**config.mk**
```make
export PLATFORM = sky130hd
export DESIGN_NAME = nco_phase_gen
export DESIGN_NICKNAME = d
export VERILOG_FILES = /design/src/rtl/nco_phase_gen.sv
export SDC_FILE = /design/constraint.sdc
export NUM_CORES = 1
export LEC_CHECK = 0
export BUFFER_PORTS_ARGS = -buffer_cell sky130_fd_sc_hd__buf_2
export CAP_MARGIN = 20
export CORE_MARGIN = 4
export CORE_UTILIZATION = 59
export DETAILED_ROUTE_END_ITERATION = 10
export MAX_ROUTING_LAYER = met4
export PLACE_DENSITY_LB_ADDON = 0.05
export SLEW_MARGIN = 20
export SYNTH_ARGS = -nofsm -noshare
export SYNTH_HDL_FRONTEND = slang
export SYNTH_SLANG_ARGS = --single-unit
```
**constraint.sdc**
```tcl
create_clock -name clk -period 7.4 [get_ports clk]
set_input_delay 0.37 -clock clk [delete_from_list [all_inputs] [get_ports clk]]
set_output_delay 0.37 -clock clk [all_outputs]
set_load 0.1 [all_outputs]
```
**src/rtl/nco_phase_gen.sv**
```systemverilog
// Phase-accumulator NCO front end producing quarter-wave LUT phase addresses with burst control.
// Optional build macro NCO_PHASE_DITHER_EN adds LFSR dither to the address truncation.
module nco_phase_gen #(
    parameter int unsigned PHASE_W     = 32,
    parameter int unsigned ADDR_W      = 11,
    parameter int unsigned LUT_LATENCY = 3,
    parameter int unsigned BURST_W     = 16
) (
    input  logic               clk,
    input  logic               reset,
    input  logic               freq_stb,
    input  logic [PHASE_W-1:0] freq_word,
    input  logic [PHASE_W-1:0] phase_offset,
    input  logic [BURST_W-1:0] burst_len,
    input  logic               start,
    input  logic               stop,
    output logic [ADDR_W-1:0]  addr,
    output logic               addr_valid,
    output logic               lut_valid,
    output logic               busy,
    output logic               done
);

    localparam int unsigned FRAC_W = PHASE_W - ADDR_W;
    localparam int unsigned DCNT_W = $clog2(LUT_LATENCY + 1);

    typedef enum logic [1:0] {
        S_IDLE,
        S_RUN,
        S_DRAIN
    } state_t;

    state_t               state, state_nxt;
    logic [PHASE_W-1:0]   acc, acc_nxt;
    logic [PHASE_W-1:0]   freq_reg;
    logic [BURST_W-1:0]   cnt, cnt_nxt;
    logic                 cont, cont_nxt;
    logic [DCNT_W-1:0]    dcnt, dcnt_nxt;
    logic [ADDR_W-1:0]    addr_nxt;
    logic                 addr_valid_nxt;
    logic                 done_nxt;
    logic [LUT_LATENCY-1:0] vdly;
    logic [PHASE_W-1:0]   dither;

`ifdef NCO_PHASE_DITHER_EN
    localparam logic [PHASE_W-1:0] FRAC_MASK = (PHASE_W'(1) << FRAC_W) - PHASE_W'(1);
    logic [15:0] lfsr;

    // Fibonacci LFSR, taps 16/14/13/11; advances only while generating
    always_ff @(posedge clk) begin
        if (reset) begin
            lfsr <= 16'hACE1;
        end else if (state == S_RUN) begin
            lfsr <= {lfsr[14:0], lfsr[15] ^ lfsr[13] ^ lfsr[12] ^ lfsr[10]};
        end
    end

    assign dither = PHASE_W'(lfsr) & FRAC_MASK;
`else
    assign dither = '0;
`endif

    // Next-state and next-output logic; acc always holds the phase of the sample on addr
    always_comb begin
        state_nxt      = state;
        acc_nxt        = acc;
        cnt_nxt        = cnt;
        cont_nxt       = cont;
        dcnt_nxt       = dcnt;
        addr_valid_nxt = 1'b0;
        done_nxt       = 1'b0;

        case (state)
            S_IDLE: begin
                if (start && !stop) begin
                    acc_nxt        = phase_offset;
                    cnt_nxt        = burst_len - BURST_W'(1);
                    cont_nxt       = (burst_len == '0);
                    addr_valid_nxt = 1'b1;
                    state_nxt      = S_RUN;
                end
            end
            S_RUN: begin
                if (stop || (!cont && cnt == '0)) begin
                    dcnt_nxt  = '0;
                    state_nxt = S_DRAIN;
                end else begin
                    acc_nxt        = acc + freq_reg;
                    addr_valid_nxt = 1'b1;
                    if (!cont) begin
                        cnt_nxt = cnt - BURST_W'(1);
                    end
                end
            end
            S_DRAIN: begin
                done_nxt = (dcnt == DCNT_W'(LUT_LATENCY - 1));
                if (dcnt == DCNT_W'(LUT_LATENCY)) begin
                    state_nxt = S_IDLE;
                end else begin
                    dcnt_nxt = dcnt + DCNT_W'(1);
                end
            end
            default: state_nxt = S_IDLE;
        endcase

        addr_nxt = addr_valid_nxt ? ADDR_W'((acc_nxt + dither) >> FRAC_W) : addr;
    end

    // State, datapath and registered outputs
    always_ff @(posedge clk) begin
        if (reset) begin
            state      <= S_IDLE;
            acc        <= '0;
            freq_reg   <= '0;
            cnt        <= '0;
            cont       <= 1'b0;
            dcnt       <= '0;
            addr       <= '0;
            addr_valid <= 1'b0;
            vdly       <= '0;
            busy       <= 1'b0;
            done       <= 1'b0;
        end else begin
            state      <= state_nxt;
            acc        <= acc_nxt;
            cnt        <= cnt_nxt;
            cont       <= cont_nxt;
            dcnt       <= dcnt_nxt;
            addr       <= addr_nxt;
            addr_valid <= addr_valid_nxt;
            vdly       <= LUT_LATENCY'({vdly, addr_valid});
            busy       <= (state_nxt != S_IDLE);
            done       <= done_nxt;
            if (freq_stb) begin
                freq_reg <= freq_word;
            end
        end
    end

    assign lut_valid = vdly[LUT_LATENCY-1];

endmodule
```
==> impl_metrics.csv <==
group,metric,value,unit
outcome,status,"complete, no violations",
timing,finalCritPeriodShare,44.47,%
drt,drt.antenna.violating_nets,0,
clock_tree,post_cts_resized,0,
clock_tree,cts_sinks,102,
logic_synthesis,synth_top_area_cell,"dfxtp_1",
timing,fmax,303.9,MHz
floorplanning,die_h,111.0,µm
timing,finalSetupTns,0,ns
floorplanning,die_w,111.0,µm
logic_synthesis,synth_nets,903,
floorplanning,floorplan.die_area,0.01232,mm²
layout,syn_to_final_growth,11.18,%
global_route,grt_pass1_vias,5765,
drt,drc,0,
critical_path,criticalPathCategory,"register to register",
layout,drive_gt1_share,16.28,%
clock_tree,cts_tree,"built",
timing,timing_hold_violations_final,0,
logic_synthesis,ys_seq_area_share,32.63,%
layout,diodes,0,
global_route,grtUsageTotal,27.68,%
timing,timing.final.crit_period,3.291,ns
logic_synthesis,synth_area,0.006257,mm²
drt,wl_per_cell,16.94,µm
placed_design,place_congestion,0.8989,
critical_path,required,7.70,ns
layout,fin_nets,969,
timing,finalSetupViolCount,0,
clock_tree,insertion_delay,0.39,ns
power_and_ir_drop,power.total,1.315,mW
global_route,grt_use_met3,5.895,%
critical_path,cp-startpoint,"cnt[12]$_SDFFE_PP0P_",
logic_synthesis,yosysMostFrequentCell,"nor2_1",
clock_tree,clk_pin_slew_worst_paths,0.11,ns
logic_synthesis,synthCells,783,
floorplanning,std_cell_rows,37,
critical_path,r2r-start,"cnt[12]$_SDFFE_PP0P_",
critical_path,endpoint_kind,"register",
floorplanning,io_pins,100,
power_and_ir_drop,p_per_area,189.0,mW/mm²
timing,finClkSkew,0.01404,ns
logic_synthesis,synthFlopType,"dfxtp_1",
floorplanning,initial_core_util,60.61,%
global_route,gr-total-overflow,0,
logic_synthesis,synth.distinct_cells,70,
run,maxCapViolations,0,
drt,first_pass_iters,6,
drt,vias_per_cell,6.153,
timing,tightest_slew,1.135,ns
clock_tree,numCtsBuffers,9,
placed_design,io_buffers,99,
clock_tree,clockBufferDepth,2,
power_and_ir_drop,clockPowerShare,27.7,%
drt,finalWirelength,16.77,mm
power_and_ir_drop,peakVddDrop,0.0001466,V
hold_path,hold_start,"freq_word[24]",
power_and_ir_drop,p_int,0.8625,mW
clock_tree,root_buffer,"clkbuf_8",
logic_synthesis,async_flop_share,0,%
critical_path,start_kind,"register",
global_route,grtUsageMet2,41.91,%
clock_tree,cts_setup_buffers,0,
power_and_ir_drop,p_sw_share,34.40,%
clock_tree,cts_hold_buf,0,
logic_synthesis,synth-seq-cells,102,
timing,grt_setup_unrepaired,"no",
power_and_ir_drop,power_frac_comb,25.4,%
drt,vias,6091,
critical_path,r2r_slack,4.11,ns
logic_synthesis,synth-warning-count,0,
power_and_ir_drop,sequentialPowerShare,46.9,%
logic_synthesis,synth.avg_cell_area,7.991,µm²
placed_design,dpl.hpwl,11.89,mm
global_route,grt_pass1_wl,27.79,mm
hold_path,holdPathStages,3,
logic_synthesis,netlist.area_leader.share,32.63,%
critical_path,reg2reg_depth,7,
floorplanning,core,0.01032,mm²
timing,finalMaxSlewViolations,0,
logic_synthesis,synth-edff-count,0,
critical_path,worst_r2r_endpoint,"cnt[3]$_SDFFE_PP0P_",
power_and_ir_drop,p_sw,0.4523,mW
critical_path,worstPathArrival,3.59,ns
drt,drt_iter0_markers,482,
global_route,busiest_layer,"met2",
global_route,antenna_found_initial,0,
timing,slew_headroom,24.37,%
critical_path,crit_path_max_fanout,32,
hold_path,hold_class,"input pin to register",
logic_synthesis,synth.area.top_cells,"dfxtp_1 33%, ha_1 6.8%, a21oi_1 6.5%, mux2i_1 6.4%, nor2_1 6.2%",
power_and_ir_drop,leakage,3.085,nW
clock_tree,htreeDepth,3,
global_route,gr-usage-met1,36.86,%
hold_path,holdPathEnd,"freq_reg[24]$_SDFFE_PP0P_",
logic_synthesis,yosys-top-cells-count,"103 x nor2_1, 102 x dfxtp_1, 81 x a21oi_1",
global_route,grt_max_degree,77,
==> routing by layer <==
layer	wire, µm	part of all wire, %
met2	7626	45
met1	7463	44
met3	1292	7.7
met5	0	0
met4	391	2.3
==> cells by family after synthesis <==
kind of cell | synth area share, %
AOI/OAI and AO/OA | 25.04
muxes | 7.118
xor gates and xnor gates | 3.639
buffers and inverters | 4.279
DFF | 32.63
adders and majority gates | 7.119
and+or+nand+nor | 20.18
==> worst max-delay path, cell delays in order (launching register included) <==
cell and delay (ns):
dfxtp_1 0.39, nor3_1 0.35, and4_1 0.33, a31o_2 0.72, nor2_4 0.11, o22ai_1 0.90, o21ai_0 0.22, a31oi_1 0.19
==> placed cells by master, fill, tap and decap left out, drive strengths merged, types with 3 or more instances in the layout <==
cell type / count
nor4b: 4
nor4: 8
o21a: 6
nand3b: 4
nor2: 104
o21bai: 3
mux2i: 40
nand2: 67
mux2: 4
clkbuf: 9
ha: 34
nand4: 9
a31o: 3
a221oi: 5
nand2b: 4
a211oi: 9
o22ai: 6
a31oi: 13
nand3: 17
o31ai: 5
a22oi: 17
buf: 105
o211ai: 6
a21oi: 81
o21ai: 47
inv: 16
a21o: 10
a32oi: 3
xor2: 15
nor2b: 6
and3: 9
dfxtp: 102
o2111ai: 6
xnor2: 11
nor3: 18
a311oi: 3
or3: 4
and2: 5
==> per-stage QoR <==
step           hold WS [ns]  worst slack [ns]  util [%]  std cells  area, µm²
2_1_floorplan        0.4138             4.324         -        783       6257
3_3_place_gp         0.4191             4.307     65.48        974       6760
3_5_place_dp         0.4295             4.242     65.48        974       6760
4_1_cts              0.1990             4.221     67.39        990       6957
6_report             0.2055             4.109     67.39        990       6957
5_1_grt              0.1989             3.905     67.39        990       6957
==> worst max path at each step <==
stage,depth (start not counted),to
after floorplan,11,cnt[14]$_SDFFE_PP0P_
after detailed placement,8,cnt[0]$_SDFFE_PP0P_
after global placement,8,cnt[0]$_SDFFE_PP0P_
after global routing,7,cnt[15]$_SDFFE_PP0P_
after CTS,7,cnt[3]$_SDFFE_PP0P_
final,7,cnt[3]$_SDFFE_PP0P_
==> area by class of cell <==
cell class              instances  area [µm²]
well taps                     136       170.2
inverters                      14       52.55
fillers                       893        3367
flip-flops and latches        102        2042
clock buffers                   9       123.9
multi-input cells             617        3953
clock inverters                 7       72.57
repair buffers                105       543.0
==> power by group through the flow <==
| stage | Clock [mW] | Combinational (mW) | Sequential, mW |
|---|---|---|---|
| after CTS | 0.371 | 0.331 | 0.617 |
| after detailed placement | 0 | 0.329 | 0.629 |
| final | 0.364 | 0.334 | 0.617 |
| after global routing | 0.395 | 0.369 | 0.622 |
| after global placement | 0 | 0.322 | 0.627 |
| after floorplan | 0 | 0.208 | 0.662 |
(Power assumes the default switching activity.)
